[src/rtl/lmsm_pkg.sv]
// Shared definitions for the LM/SM/LA/SA micro-op sequencer: state encoding,
// memory-transfer opcodes and the default register-file size.
package lmsm_pkg;

    // Architectural register count; this is also the width of the LM/SM mask.
    localparam int NREG_DEF = 8;

    // Sequencer states. WB is reachable only when LMSM_BASE_WB_EN is defined.
    localparam logic [1:0] S_IDLE  = 2'd0;
    localparam logic [1:0] S_ISSUE = 2'd1;
    localparam logic [1:0] S_DONE  = 2'd2;
    localparam logic [1:0] S_WB    = 2'd3;

    // instr[15:12] encodings handled here. Bit 1 selects "all registers"
    // (LA/SA). Bit 0 selects store (SM/SA).
    localparam logic [3:0] OP_LM = 4'b1100;
    localparam logic [3:0] OP_SM = 4'b1101;
    localparam logic [3:0] OP_LA = 4'b1110;
    localparam logic [3:0] OP_SA = 4'b1111;

    // Only these four opcodes may start a sequence. Any other opcode is ignored.
    function automatic logic op_legal(input logic [3:0] op);
        return (op == OP_LM) || (op == OP_SM) || (op == OP_LA) || (op == OP_SA);
    endfunction

endpackage

[src/rtl/lm_sm_sequencer_lsb_find.sv]
// Lowest-set-bit priority encoder. R0 has the highest priority.
// idx is 0 when no bit is set; 'any' tells the caller whether idx is meaningful.
module lsb_find
    import lmsm_pkg::*;
#(
    parameter int NREG = NREG_DEF
) (
    input  logic [NREG-1:0] vec,
    output logic [2:0]      idx,
    output logic            any
);

    // Scan from the top so the lowest set bit is the last one written and wins.
    always_comb begin
        idx = '0;
        any = |vec;
        for (int i = NREG - 1; i >= 0; i--) begin
            if (vec[i]) idx = 3'(i);
        end
    end

endmodule

[src/rtl/lm_sm_sequencer.sv]
// LM/SM/LA/SA sequencer. It accepts one multi-register memory instruction from
// decode and expands it into single-register micro-ops in ascending register
// order. Each micro-op gets an incrementing address. Fetch/decode stay stalled
// until the sequence finishes.
// Optional build macro: LMSM_BASE_WB_EN. When defined, the sequencer adds a
// final micro-op that writes the updated base back to Ra. This micro-op is
// flagged on uop_wb.
module lm_sm_sequencer
    import lmsm_pkg::*;
#(
    parameter int ADDR_W    = 16,
    parameter int NREG      = NREG_DEF,
    parameter int ADDR_STEP = 1
) (
    input  logic              clk,
    input  logic              rst_n,
    input  logic              start,
    output logic              start_ready,
    input  logic [3:0]        opcode,
    input  logic [ADDR_W-1:0] base_addr,
    input  logic [NREG-1:0]   reg_mask,
    input  logic [2:0]        ra_idx,
    input  logic              flush,
    output logic              uop_valid,
    input  logic              uop_ready,
    output logic [2:0]        uop_reg,
    output logic [ADDR_W-1:0] uop_addr,
    output logic              uop_store,
    output logic              stall,
    output logic              done
`ifdef LMSM_BASE_WB_EN
   ,output logic              uop_wb
`endif
);

    logic [1:0]        state_q, state_d;
    logic [NREG-1:0]   mask_q;
    logic [ADDR_W-1:0] base_q;
    logic [ADDR_W-1:0] count_q;
    logic [2:0]        ra_q;
    logic              store_q;

    logic [NREG-1:0]   mask_in;
    logic [NREG-1:0]   find_vec;
    logic [NREG-1:0]   mask_clr;
    logic [2:0]        lsb_idx;
    logic              lsb_any;
    logic              accept;
    logic [ADDR_W-1:0] cur_addr;

    // LA/SA move every register, so the instruction's mask field is ignored.
    assign mask_in = opcode[1] ? {NREG{1'b1}} : reg_mask;
    assign accept  = start && (state_q == S_IDLE) && op_legal(opcode);

    // The encoder is shared between two uses:
    // - In IDLE it looks at the incoming mask, so the empty-mask case is known
    //   at accept time.
    // - Afterwards it walks the latched remaining mask.
    assign find_vec = (state_q == S_IDLE) ? mask_in : mask_q;

    lsb_find #(.NREG(NREG)) u_lsb_find (
        .vec (find_vec),
        .idx (lsb_idx),
        .any (lsb_any)
    );

    // Remaining mask after the current micro-op is accepted.
    assign mask_clr = mask_q & ~(NREG'(1) << lsb_idx);

    // Address of the n-th transfer. Wraps modulo 2^ADDR_W by truncation.
    // After the last transfer this value is also the updated base.
    assign cur_addr = base_q + count_q * ADDR_W'(ADDR_STEP);

    // Next-state selection. flush overrides every other transition.
    always_comb begin
        state_d = state_q;
        case (state_q)
            S_IDLE: begin
                if (accept) begin
`ifdef LMSM_BASE_WB_EN
                    state_d = lsb_any ? S_ISSUE : S_WB;
`else
                    state_d = lsb_any ? S_ISSUE : S_DONE;
`endif
                end
            end
            S_ISSUE: begin
                if (uop_ready && (mask_clr == '0)) begin
`ifdef LMSM_BASE_WB_EN
                    state_d = S_WB;
`else
                    state_d = S_DONE;
`endif
                end
            end
`ifdef LMSM_BASE_WB_EN
            S_WB: begin
                if (uop_ready) state_d = S_DONE;
            end
`endif
            S_DONE:  state_d = S_IDLE;
            default: state_d = S_IDLE;
        endcase
        if (flush) state_d = S_IDLE;
    end

    // State register.
    // - IDLE: latch the instruction on accept.
    // - ISSUE: retire one mask bit per handshake.
    // - flush: drop any remaining work.
    always_ff @(posedge clk or negedge rst_n) begin
        if (!rst_n) begin
            state_q <= S_IDLE;
            mask_q  <= '0;
            base_q  <= '0;
            count_q <= '0;
            ra_q    <= '0;
            store_q <= 1'b0;
        end else begin
            state_q <= state_d;
            if (flush) begin
                mask_q  <= '0;
                count_q <= '0;
            end else begin
                case (state_q)
                    S_IDLE: begin
                        if (accept) begin
                            mask_q  <= mask_in;
                            base_q  <= base_addr;
                            ra_q    <= ra_idx;
                            store_q <= opcode[0];
                            count_q <= '0;
                        end
                    end
                    S_ISSUE: begin
                        if (uop_ready) begin
                            mask_q  <= mask_clr;
                            count_q <= count_q + ADDR_W'(1);
                        end
                    end
                    default: ;
                endcase
            end
        end
    end

    // Outputs decode straight from registered state. They are therefore stable
    // under backpressure, and they follow an asynchronous reset immediately.
    always_comb begin
        start_ready = (state_q == S_IDLE);
        stall       = (state_q != S_IDLE);
        done        = (state_q == S_DONE);
        uop_valid   = 1'b0;
        uop_reg     = '0;
        uop_addr    = '0;
        uop_store   = 1'b0;
`ifdef LMSM_BASE_WB_EN
        uop_wb      = 1'b0;
`endif
        case (state_q)
            S_ISSUE: begin
                uop_valid = 1'b1;
                uop_reg   = lsb_idx;
                uop_addr  = cur_addr;
                uop_store = store_q;
            end
`ifdef LMSM_BASE_WB_EN
            S_WB: begin
                uop_valid = 1'b1;
                uop_reg   = ra_q;
                uop_addr  = cur_addr;
                uop_wb    = 1'b1;
            end
`endif
            default: ;
        endcase
    end

`ifndef LMSM_BASE_WB_EN
    // Without base write-back, Ra is captured but has no consumer.
    logic unused_ra;
    assign unused_ra = ^ra_q;
`endif

endmodule

[config.mk]
export PLATFORM = sky130hd
export DESIGN_NAME = lm_sm_sequencer
export DESIGN_NICKNAME = d
export VERILOG_FILES = /design/src/rtl/lmsm_pkg.sv /design/src/rtl/lm_sm_sequencer_lsb_find.sv /design/src/rtl/lm_sm_sequencer.sv
export SDC_FILE = /design/constraint.sdc
export NUM_CORES = 1
export LEC_CHECK = 0
export ABC_CLOCK_PERIOD_IN_PS = 5500
export BUFFER_PORTS_ARGS = -buffer_cell sky130_fd_sc_hd__buf_2
export CORE_MARGIN = 8
export CORE_UTILIZATION = 35
export CTS_BUF_LIST = sky130_fd_sc_hd__clkbuf_4
export CTS_CLUSTER_SIZE = 28
export DETAILED_ROUTE_END_ITERATION = 12
export MAX_ROUTING_LAYER = met4
export SYNTH_ARGS = -nofsm -noshare
export SYNTH_HDL_FRONTEND = slang
export SYNTH_SLANG_ARGS = --single-unit
[constraint.sdc]
create_clock -name clk -period 5.5 [get_ports clk]
set_clock_uncertainty 0.05 [all_clocks]
set_input_delay 1.65 -clock clk [delete_from_list [all_inputs] [get_ports clk]]
set_output_delay 1.65 -clock clk [all_outputs]
set_load 0.05 [all_outputs]
# --- Word level (Yosys, flattened, before mapping) ---
# Index checks and enable logic that the tools add are counted.
totals:
  regBits: 43
  inputBits: 36
  output_inout_bits: 24
  elab_cells: 61
op_classes:
  add_sub_neg: 2
  eq_ne: 9
  shifts: 1
  muxes: 27
  bitwise: 3
  reduce_logical: 14
ops:
  columns: ["cell", "count"]
  rows:
  - ["2-to-1 mux 16 bit", 4]
  - ["2-to-1 mux 8 bit", 5]
  - ["case mux 16 bit (2 select lines)", 1]
  - ["2-to-1 mux 3 bit", 9]
  - ["adder 16 x 1 -> 16 bit (second input constant)", 1]
  - ["adder 16 bit", 1]
  - ["equality test 4 bit (second input constant)", 4]
  - ["case mux 8 bit (2 select lines)", 1]
  - ["bitwise AND 8 bit", 1]
  - ["zero test 8 bit", 1]
  - ["2-to-1 mux 2 bit", 4]
  - ["NOT 8 bit", 1]
  - ["OR reduction 8 bit", 1]
  - ["left shift 1 x 3 -> 8 bit (first input constant)", 1]
  - ["inequality test 3 bit (second input constant)", 2]
  - ["AND reduction 3 bit", 2]
  - ["case mux 2 bit (2 select lines)", 1]
  - ["logical AND 1 bit", 3]
  - ["logical OR 1 bit", 3]
  - ["inequality test 3 x 1 -> 1 bit (second input constant)", 1]
  - ["nonzero test 3 bit", 1]
  - ["equality test 2 x 1 -> 1 bit (second input constant)", 1]
  - ["equality test 2 bit (second input constant)", 1]
  - ["zero test 2 bit", 1]
  - ["4 further kinds", 5]

# --- Logic depth before layout (Yosys ltp) ---
depth:
  ltp_word: 18
  mapped_depth: 10

# --- Modules after synthesis ---
# From an unflattened synthesis, not the netlist that was laid out.
unflattened:
  hier_cells: 385
  area_unflattened_um2: 3206.8
modules_own_cells:
  columns: ["mod", "n_inst", "cells_per_inst", "area_each_um2", "seq_area_each_um2"]
  rows:
  - ["lm_sm_sequencer", 1, 372, 3125.5, 1076.0]
  - ["lsb_find", 1, 13, 81.3, 0.0]

# --- Least setup slack after synthesis ---
# Ideal clock, no wire load.
synth_timing:
  kind: "input -> output"
  from: "input opcode[1]"
  to: "output uop_reg[1]"
  arrival_ns: 3.710
  path_slack_ns: 0.090
  path_stages: 4
  path_buffers: 0
  cell_sequence: "or4_4 a2bb2oi_2 a21bo_1 a211oi_1"
synth_between:
  elab_chain_len: 11
synth_rtl:
  columns: ["element", "line_no", "source"]
  rows:
  - ["start, declared", "lm_sm_sequencer.sv:19", "input logic [3:0] opcode,"]
  - ["2-to-1 mux 8 bit (*)", "lm_sm_sequencer.sv:52", "assign mask_in = opcode[1] ? {NREG{1'b1}} : reg_mask;"]
  - ["2-to-1 mux 8 bit (*)", "lm_sm_sequencer.sv:59", "assign find_vec = (state_q == S_IDLE) ? mask_in : mask_q;"]
  - ["2-to-1 mux 3 bit (7 in a row)", "lm_sm_sequencer_lsb_find.sv:18", "if (vec[i]) idx = 3'(i);"]
  - ["2-to-1 mux 3 bit (*)", "lm_sm_sequencer_lsb_find.sv:18", null]
  - ["2-to-1 mux 3 bit (*)", "lm_sm_sequencer.sv:160", "case (state_q)"]
  - ["end, declared", "lm_sm_sequencer.sv:26", "output logic [2:0] uop_reg,"]
# Every way passes the cells marked *; elsewhere a longest branch is shown, timed or not.

# --- Worst setup path after layout ---
layout_timing:
  from: "input opcode[1]"
  to: "output uop_reg[0]"
# Same word-level chain as after synthesis.

==> out/qor.txt <==
Sequential Power Share = 39.3%
Met3 routed wirelength = 341 um
Setup repair bufs after CTS = 0
Routed length per instance = 15.65 um
Share of the synthesized area in compound gates (AO/OA/AOI/OAI) = 23.20%
TritonRoute pass-1 iters = 4
Placer's final routability congestion estimate = 0.8761
Unrepaired setup endpoints after global routing = false
Worst Hold Launch = base_q[9]
Starting density of the core = 36.11%
End point of the most critical hold path = base_q[9]
Synthesized-area fraction occupied by adder cells = 6.992%
Seq/Total Area, Yosys = 34.17%
Fraction of layout cells with a size suffix above 1 = 23.60%
Vias = 2,829
Register-to-register setup slack = 2640 ps
Gate Count Post-Synth = 361
Number of cells upsized or downsized after cts = 0
Horizontal die dimension = 110.9 um
Vias in the first global route = 2,802
Cell with the most instances on the worst path = buf_2
I/O Buffers = 56
CTS tree = built
# nets final = 464
Clock Tree Buf Depth = 2
Worst Reg2Reg Path Length in Cells = 8
Share of synthesized area spent on multiplexers = 7.072%
Post-route worst setup slack = 208.1 ps
Length of routed wiring on met1 = 3.989 mm
Row count = 34
Slowest library cell on the worst path = or4_4
Pin count of the biggest net entering global routing = 44
Synthesis Warnings = 0
Ordered list of cells on the worst path = buf_2 -> or4_4 -> and2_4 -> a221oi_4 -> nor2_2 -> o32a_4 -> nor2_1 -> buf_2
Vias/cell = 5.451
Number of sinks driven by the clock tree = 43
Worst reg2reg path endpoint = state_q[0]
Post-synth ARST share = 100.0%
Combinational share of power = 41.8%
GRT Overall Usage = 13.04%
DIE HEIGHT = 110.9 um
Worst-path clk slew = 130 ps
Level count of the clock H-tree = 2
Mean Syn Cell Area = 8.724 sq um
Top delay family on crit path = simple AND/OR/NAND/NOR gates
Highest clock frequency the design can meet = 189.0 MHz
Clock latency on the worst-skew pair = 350 ps
Final ANT Viol Nets = 0
Post-synth cell types = 62
Global-route wire length before repair = 13.36 mm
Combined area of all synthesized cells = 3149 sq um
PwrDens = 298.0 nW/um^2
Least-Margin Pin Slew = 1008 ps
DIE AREA = 12,290 sq um
Hold Violations, Final = 0
Crit Path Category = primary input to output pin
Cts bufs inserted = 5
Number of stages on the worst hold path = 1
Share of synthesized cell area in and, or, nand and nor gates = 22.09%
Overall power after layout = 1.067 mW
Largest stage delay on the critical path = 510 ps
Sort of element at the start of the critical path = primary input
Number of I/O pins = 60
DRT Wirelength = 8.123 mm
Post-detail-place hpwl = 5.904 mm
Worst relative slew slack = 32.59%
Proportion of power drawn by the clock network = 18.9%
Prevailing post-synth register cell = dfrtp_1
Area growth from synthesis to layout = 13.71%
Core area = 8721 sq um
Initial antenna violation count = 0
Switching pwr = 0.4310 mW
Pins Over Slew Limit = 0
CP Data Arrival Time = 3590 ps
Combinational family with the most area after synthesis = compound AO/OA/AOI/OAI gates
Post-synthesis share of cell area spent on xor and xnor gates = 3.337%
Final standard cell count with taps included and fillers excluded = 519
Critical Path Fanout Max = 16
Met2 routed WL = 3.740 mm
Utilization after layout = 41.06%
Buffers & Inverters on Critical Path = 2
Overflow left after global routing = 0
Switching share of total power = 40.39%
Flip-flop and latch count after synthesis = 43
Synth Net Count = 414
Iteration-0 DRC count of the detailed router = 143
Outcome = finished, final reports clean
Total of endpoints with negative setup slack in the final report = 0
MaxCap Viol Count = 0
Hold crit path type = flop to flop
Clock tree root buffer cell = clkbuf_4
Final min period = 5292 ps
Number of enable flip-flop cells after synthesis = 0
Static leakage = 1.679 nW
Period utilisation layout = 96.22%
Sum Neg Setup Slack = 0 ps
Uppermost layer routed = met4
Count of placed standard cells including taps = 512
Internal power consumption = 0.6361 mW
Critical path endpoint category = output pin
Launch instance of the worst register-to-register path = state_q[0]
Count of hold buffers inserted by post-cts repair = 0
Pre-CTS setup slack = 217.4 ps
DRC violations left = 0
Required time at the worst-slack endpoint = 3800 ps
Ant. Diodes = 0
Peak ir drop on the vdd network = 0.1405 mV
## power groups by stage
stage / sequential (mW) / clock (mW) / combinational [mW]
after floorplan: 0.405 / 0 / 0.366
after global placement: 0.423 / 0 / 0.439
after detailed placement: 0.426 / 0 / 0.447
after global routing: 0.427 / 0.222 / 0.484
final: 0.419 / 0.202 / 0.446
after CTS: 0.419 / 0.212 / 0.449
## final cells by class
type	count	area (sq um)
tap	108	135.1
fill	878	5140
clock buffer	6	45.04
timing repair buffer	58	295.3
inverter	5	18.77
sequential	43	1076
multi-input combinational	298	1981
clock inverter	1	30.03
## worst max-delay path by stage
stage	from	slack, ps	endpoint	depth (start not counted)
2_1_floorplan	opcode[1]	90	uop_reg[1]	4
3_3_place_gp	opcode[1]	230	uop_reg[0]	8
5_1_grt	opcode[1]	140	uop_reg[0]	8
4_1_cts	opcode[1]	210	uop_reg[0]	8
3_5_place_dp	opcode[1]	220	uop_reg[0]	8
6_report	opcode[1]	210	uop_reg[0]	8
## per-stage QoR
step / hold WS, ps / cell area (sq um)
global route: 487.5 / 3581
finish: 467.1 / 3581
CTS: 470.0 / 3581
global placement: 432.7 / 3506
floorplan: 414.9 / 3149
detailed placement: 436.1 / 3506
## placed cells by master, fill, tap and decap left out, drive strengths merged, types with 4 or more instances in the layout
master | synthesis | final
o211ai | 4 | 4
a21oi | 13 | 13
nand3 | 8 | 8
o21ai | 42 | 42
xor2 | 6 | 6
clkbuf | 10 | 6
inv | 4 | 4
nand2b | 5 | 5
a21o | 4 | 4
a211oi | 6 | 6
o31ai | 4 | 4
nor2 | 44 | 44
ha | 16 | 16
o21bai | 7 | 7
and3 | 11 | 11
xnor2 | 6 | 6
a22o | 4 | 4
buf | 5 | 58
nand2 | 40 | 40
mux2 | 18 | 18
a31oi | 5 | 5
nor3 | 12 | 12
and2 | 6 | 6
dfrtp | 43 | 43
or4 | 5 | 5
## state kept, by name, indices dropped and copies added, names as in the netlist
register	count
base_q	16
count_q	16
mask_q	8
state_q	2
store_q	1
## worst reg2reg max path, delay by kind of cell (launching register included)
family          cells  cell delay (ps)
flops               1              640
simple gates        3             1210
compound gates      5              850
## cell usage after synthesis, types with 3 or more instances
master	n	area, sq um
o31ai_1	4	30.03
and2_1	4	25.02
nand3_1	8	40.04
o211ai_1	4	30.03
o21ai_0	38	190.2
o21ai_1	4	20.02
xnor2_1	6	52.55
dfrtp_1	43	1076
or4_4	3	33.78
o21bai_1	6	45.04
a211oi_1	5	37.54
nand2b_1	5	31.28
nand2_1	40	150.1
inv_1	4	15.01
nor3_1	10	50.05
a21o_1	4	30.03
nor4_1	3	18.77
a21oi_1	13	65.06
clkbuf_1	10	37.54
nor2_1	42	157.7
a31oi_1	5	31.28
a22o_1	4	35.03
ha_1	16	200.2
and3_1	11	68.82
xor2_1	6	52.55
mux2_1	5	56.30
mux2_2	13	146.4
## routing by layer
| metal | track usage, % | vias up |
|---|---|---|
| met5 | - | - |
| met4 | 3.243 | 0 |
| met3 | 2.327 | 4 |
| met2 | 20.47 | 79 |
| met1 | 16.88 | 1332 |
| li1 | - | 1414 |
## logic make-up after synthesis
logic type      after synthesis
simple gates                142
compound gates              107
fa+ha+maj                    17
buf+inv                      20
xor+xnor                     12
mux                          20
flops                        43
(Power assumes the default switching activity.)
